$ cat config.mk
export PLATFORM = sky130hd
export DESIGN_NAME = pipo_arbiter
export DESIGN_NICKNAME = d
export VERILOG_FILES = /design/src/rtl/pipo_arb_pkg.sv /design/src/rtl/pipo_reg.sv /design/src/rtl/pipo_arbiter.sv
export SDC_FILE = /design/constraint.sdc
export NUM_CORES = 1
export LEC_CHECK = 0
export BUFFER_PORTS_ARGS = -buffer_cell sky130_fd_sc_hd__buf_2
export CORE_AREA = 5 5 42 44
export CTS_BUF_LIST = sky130_fd_sc_hd__clkbuf_2
export DETAILED_ROUTE_END_ITERATION = 10
export DIE_AREA = 0 0 47 49
export PLACE_DENSITY = 0.75
export RECOVER_POWER = 25
export SYNTH_ARGS = -nofsm -noshare
export SYNTH_HDL_FRONTEND = slang
export SYNTH_SLANG_ARGS = --single-unit
$ cat constraint.sdc
create_clock -name clock -period 1.1 [get_ports clock]
set_input_delay 0.22 -clock clock [delete_from_list [all_inputs] [get_ports clock]]
set_output_delay 0.22 -clock clock [all_outputs]
set_load 0.02 [all_outputs]
$ cat src/rtl/pipo_arb_pkg.sv
// Shared types and the round-robin pick helper for the PIPO register arbiter.
package pipo_arb_pkg;

   localparam int unsigned MAXREQ = 8;

   typedef enum logic [1:0] {
      IDLE  = 2'd0,
      GRANT = 2'd1,
      ACK   = 2'd2
   } state_t;

   // First set bit of req at or above ptr, wrapping modulo n.
   function automatic logic [2:0] rr_pick(input logic [MAXREQ-1:0] req,
                                          input logic [2:0]        ptr,
                                          input int unsigned       n);
      logic [2:0]  win;
      logic        found;
      int unsigned idx;
      win   = '0;
      found = 1'b0;
      for (int unsigned i = 0; i < MAXREQ; i++) begin
         if (i < n) begin
            idx = (32'(ptr) + i) % n;
            if (!found && req[idx[2:0]]) begin
               win   = idx[2:0];
               found = 1'b1;
            end
         end
      end
      return win;
   endfunction

endpackage

$ cat src/rtl/pipo_reg.sv
// Parallel-in/parallel-out storage register with synchronous reset and load enable.
module pipo_reg #(
   parameter int WIDTH = 4
) (
   input  logic             clock,
   input  logic             reset,
   input  logic             load,
   input  logic [WIDTH-1:0] d,
   output logic [WIDTH-1:0] q
);

   always_ff @(posedge clock) begin
      if (reset)
         q <= '0;
      else if (load)
         q <= d;
   end

endmodule

$ cat src/rtl/pipo_arbiter.sv
// Round-robin arbiter that sequences loads from NREQ writers into one shared PIPO register.
module pipo_arbiter
   import pipo_arb_pkg::*;
#(
   parameter int WIDTH = 4,
   parameter int NREQ  = 2,
   parameter int PTRW  = (NREQ > 1) ? $clog2(NREQ) : 1
) (
   input  logic                  clock,
   input  logic                  reset,
   input  logic [NREQ-1:0]       req,
   input  logic [NREQ*WIDTH-1:0] data,
   output logic [NREQ-1:0]       gnt,
   output logic [NREQ-1:0]       ack,
   output logic [WIDTH-1:0]      dataout,
   output logic [PTRW-1:0]       owner,
   output logic                  busy
);

   state_t          state, state_nx;
   logic [PTRW-1:0] win, win_nx;
   logic [PTRW-1:0] ptr, ptr_nx;
   logic [NREQ-1:0] gnt_nx, ack_nx;
   logic [2:0]      pick;
   logic            load;
   logic            req_win;
   logic [WIDTH-1:0] word;

   assign pick    = rr_pick(MAXREQ'(req), 3'(ptr), NREQ);
   // gnt is onehot(win) throughout GRANT, so it doubles as the winner mask
   assign req_win = |(req & gnt);
   assign busy    = (state != IDLE);

   always_comb begin
      word = '0;
      for (int unsigned i = 0; i < NREQ; i++) begin
         if (win == PTRW'(i))
            word = data[i*WIDTH +: WIDTH];
      end
   end

   always_ff @(posedge clock) begin
      if (reset) begin
         state <= IDLE;
         win   <= '0;
         ptr   <= '0;
         gnt   <= '0;
         ack   <= '0;
         owner <= '0;
      end else begin
         state <= state_nx;
         win   <= win_nx;
         ptr   <= ptr_nx;
         gnt   <= gnt_nx;
         ack   <= ack_nx;
         if (load)
            owner <= win;
      end
   end

   always_comb begin
      state_nx = state;
      win_nx   = win;
      ptr_nx   = ptr;
      gnt_nx   = gnt;
      ack_nx   = '0;
      load     = 1'b0;
      case (state)
         IDLE: begin
            gnt_nx = '0;
            if (|req) begin
               state_nx = GRANT;
               win_nx   = PTRW'(pick);
               gnt_nx   = NREQ'(1) << pick;
            end
         end
         GRANT: begin
            if (req_win) begin
               load     = 1'b1;
               state_nx = ACK;
               ack_nx   = gnt;
            end else begin
               state_nx = IDLE;
               gnt_nx   = '0;
            end
         end
         ACK: begin
            state_nx = IDLE;
            gnt_nx   = '0;
            ptr_nx   = (win == PTRW'(NREQ-1)) ? '0 : win + 1'b1;
         end
         default: begin
            state_nx = IDLE;
            gnt_nx   = '0;
         end
      endcase
   end

   pipo_reg #(.WIDTH(WIDTH)) u_store (
      .clock (clock),
      .reset (reset),
      .load  (load),
      .d     (word),
      .q     (dataout)
   );

endmodule

==> results.tsv <==
metric	value	unit
synth_area	539	um2
holdBufCountCts	0	
place_congestion	0.714	
grt_max_degree	11	
outcome	finished, violations left	
dieArea	2300	um2
grt_use_total	11.8	%
num_rows	14	
cp-start-kind	register	
cp_slowest_cell	dfxtp_2	
ys_ff_latch	13	
die_w	47	um
initial_core_util	38.5	%
htreeDepth	1	
p_sw	244	uW
diodes	0	
hpwl	900	um
die_h	49	um
postSynthNetCount	68	
hold_viol_final	0	
finalNonFillerCells	102	
required	1.32	ns
worst_pin_slew	0.270	ns
areaGrowthSynthToFinish	43.2	%
critPathMaxFanout	5	
viasPerCell	4.85	
postLayoutCoreUtil	55.1	%
fin_skew	0.00732	ns
dr.pass1.iters	3	
cp-end-kind	register	
period_needed	1.13	ns
slew_violations	0	
io_buffer_count	21	
cts.path.max_buffers	2	
yosysTopAreaCell	dfxtp_1	
arrival	1.35	ns
critical_path_class	register to register	
maxCapViolations	0	
antenna_found_initial	0	
routedWlPerCell	12.6	um
relSlewSlack	81.9	%
synth_adder_area_share	0	%
cts_tree	built	
fmax	882	MHz
synth_compound_area_share	16.5	%
p_leak	0.345	nW
vias	495	
critical_path.max_stage_delay	0.36	ns
first_global_vias	447	
power_density	1180	nW/um2
cts_sinks	13	
cts-buffers-inserted	3	
synth.top_cell.area_share	48.3	%
drt-total-wl	1.28	mm
drive_gt1_share	54.7	%
postSynthAreaPerCell	9.63	um2
grt_pass1_wl	1.93	mm
combPwrFrac	17.2	%
cts_root_buffer	clkbuf_2	
yosysUniqueCellTypes	23	
drtIter0Drc	7	
overflow	0	
synth_top_family_by_area	simple AND/OR/NAND/NOR gates	
synth-simple-area-share	20.9	%
ant_nets	0	
clkTransAtPathRegs	0.12	ns
netSwitchingFraction	26.9	%
irDropWorstVdd	810	uV
p_int	665	uW
power_frac_seq	55.4	%
synth_seq_area_share	48.3	%
synth_mux_area_share	9.28	%
setup_ws	-0.0339	ns
fin_crit_sh	103	%
finalSetupViolations	5	
drc	0	
coreArea	1400	um2
rsz0062_at_grt	yes	
placed_cells	96	
worstPathCellList	a22oi_2 -> buf_6 -> or3_4 -> a21oi_2	
synth_cells	56	
synth_area_leaders	dfxtp_1 48%, mux2i_1 9.3%, o21ai_0 4.6%	
insertion_delay	0.27	ns
violations	setup timing	
hold_path.class	input pin to register	
nets	99	
ios	22	
yosys_warnings	0	
p_clk_share	27.3	%
synth_xor_area_share	0	%
reg2reg_slack	-0.03	ns
-- what timing repair did --
action                     4_1_cts  5_1_grt
pin swaps                        8        0
cloned                           1        0
gates resized for setup          9        7
setup endpoints to repair        6        8
buffers inserted                 1        0
-- power by group through the flow --
stage | logic, mW | clock network (mW) | registers (mW)
floorplan | 0.0722 | 0 | 0.515
CTS | 0.149 | 0.253 | 0.503
detailed placement | 0.131 | 0 | 0.512
global route | 0.172 | 0.277 | 0.507
global placement | 0.129 | 0 | 0.510
finish | 0.157 | 0.249 | 0.504
-- cell usage in the layout, fill, tap and decap left out, types with 2 or more instances in the layout --
cell,Yosys,layout
buf_6,1,4
a21oi_2,0,3
buf_4,0,5
nor2_1,4,3
nand2_1,3,3
clkbuf_2,1,4
mux2i_1,5,5
dfxtp_2,0,5
or3_1,4,3
dfxtp_1,13,8
buf_2,0,20
and2_1,2,2
o21ai_0,5,5
-- logic make-up after synthesis --
| logic type | after synthesis |
|---|---|
| AND/OR/NAND/NOR | 19 |
| AO/OA/AOI/OAI | 14 |
| flip-flops | 13 |
| multiplexers | 5 |
| buffers and inverters | 5 |
-- final timing paths --
check	end	cells past startpoint	from
max	u_store.q[1]$_SDFFE_PP0P_	4	gnt[0]$_SDFF_PP0_
min	gnt[1]$_SDFF_PP0_	2	reset
max reg2reg	u_store.q[1]$_SDFFE_PP0P_	4	gnt[0]$_SDFF_PP0_
min reg2reg	owner$_SDFFE_PP0P_	2	owner$_SDFFE_PP0P_
-- cell type report --
type	count	area [um2]
clock buffer	4	20.0
fill	137	629
inverter	2	7.51
multi-input combinational	38	275
sequential	13	267
tap	16	20.0
timing repair buffer	29	183
-- cell usage after synthesis --
cell type	count
dfxtp_1	13
mux2i_1	5
o21ai_0	5
a21oi_1	4
nor2_1	4
or3_1	4
nand2_1	3
and2_1	2
inv_1	2
a211oi_1	1
a22o_1	1
a22oi_2	1
and2b_1	1
and3_1	1
buf_6	1
clkbuf_1	1
clkbuf_2	1
nand2b_1	1
nand2b_4	1
nand3_1	1
nor3_2	1
o22ai_1	1
o2bb2ai_1	1
-- flip-flops by register name, indices dropped and copies added, names as in the netlist --
register	count
ptr	1
win	1
u_store.q	4
state	2
ack	2
owner	1
gnt	2
-- critical path: cells and delay by family, from the launching register on --
| kind | cells | cell delay [ns] |
|---|---|---|
| AO/OA/AOI/OAI | 2 | 0.22 |
| AND/OR/NAND/NOR | 1 | 0.36 |
| flip-flops | 1 | 0.36 |
| buffers and inverters | 1 | 0.14 |
-- layer usage --
| layer | routed length (um) | track usage (%) | vias to the layer above |
|---|---|---|---|
| li1 | - | - | 256 |
| met1 | 530 | 13.6 | 225 |
| met2 | 649 | 17.2 | 10 |
| met3 | 50 | 2.95 | 4 |
| met4 | 52 | 9.68 | 0 |
| met5 | 0 | 0 | - |
-- stage by stage --
step | hold slack (ns) | area [um2] | total power, mW | setup TNS (ns) | setup WS, ns
global route | 0.168 | 772 | 0.956 | -0.402 | -0.0888
CTS | 0.170 | 747 | 0.905 | -0.0380 | -0.0380
global placement | 0.448 | 692 | 0.639 | -0.00746 | -0.00746
floorplan | 0.372 | 542 | 0.587 | 0 | 0.0108
detailed placement | 0.447 | 692 | 0.643 | -0.0708 | -0.0284
finish | 0.173 | 772 | 0.909 | -0.0925 | -0.0339
(Power assumes the default switching activity.)
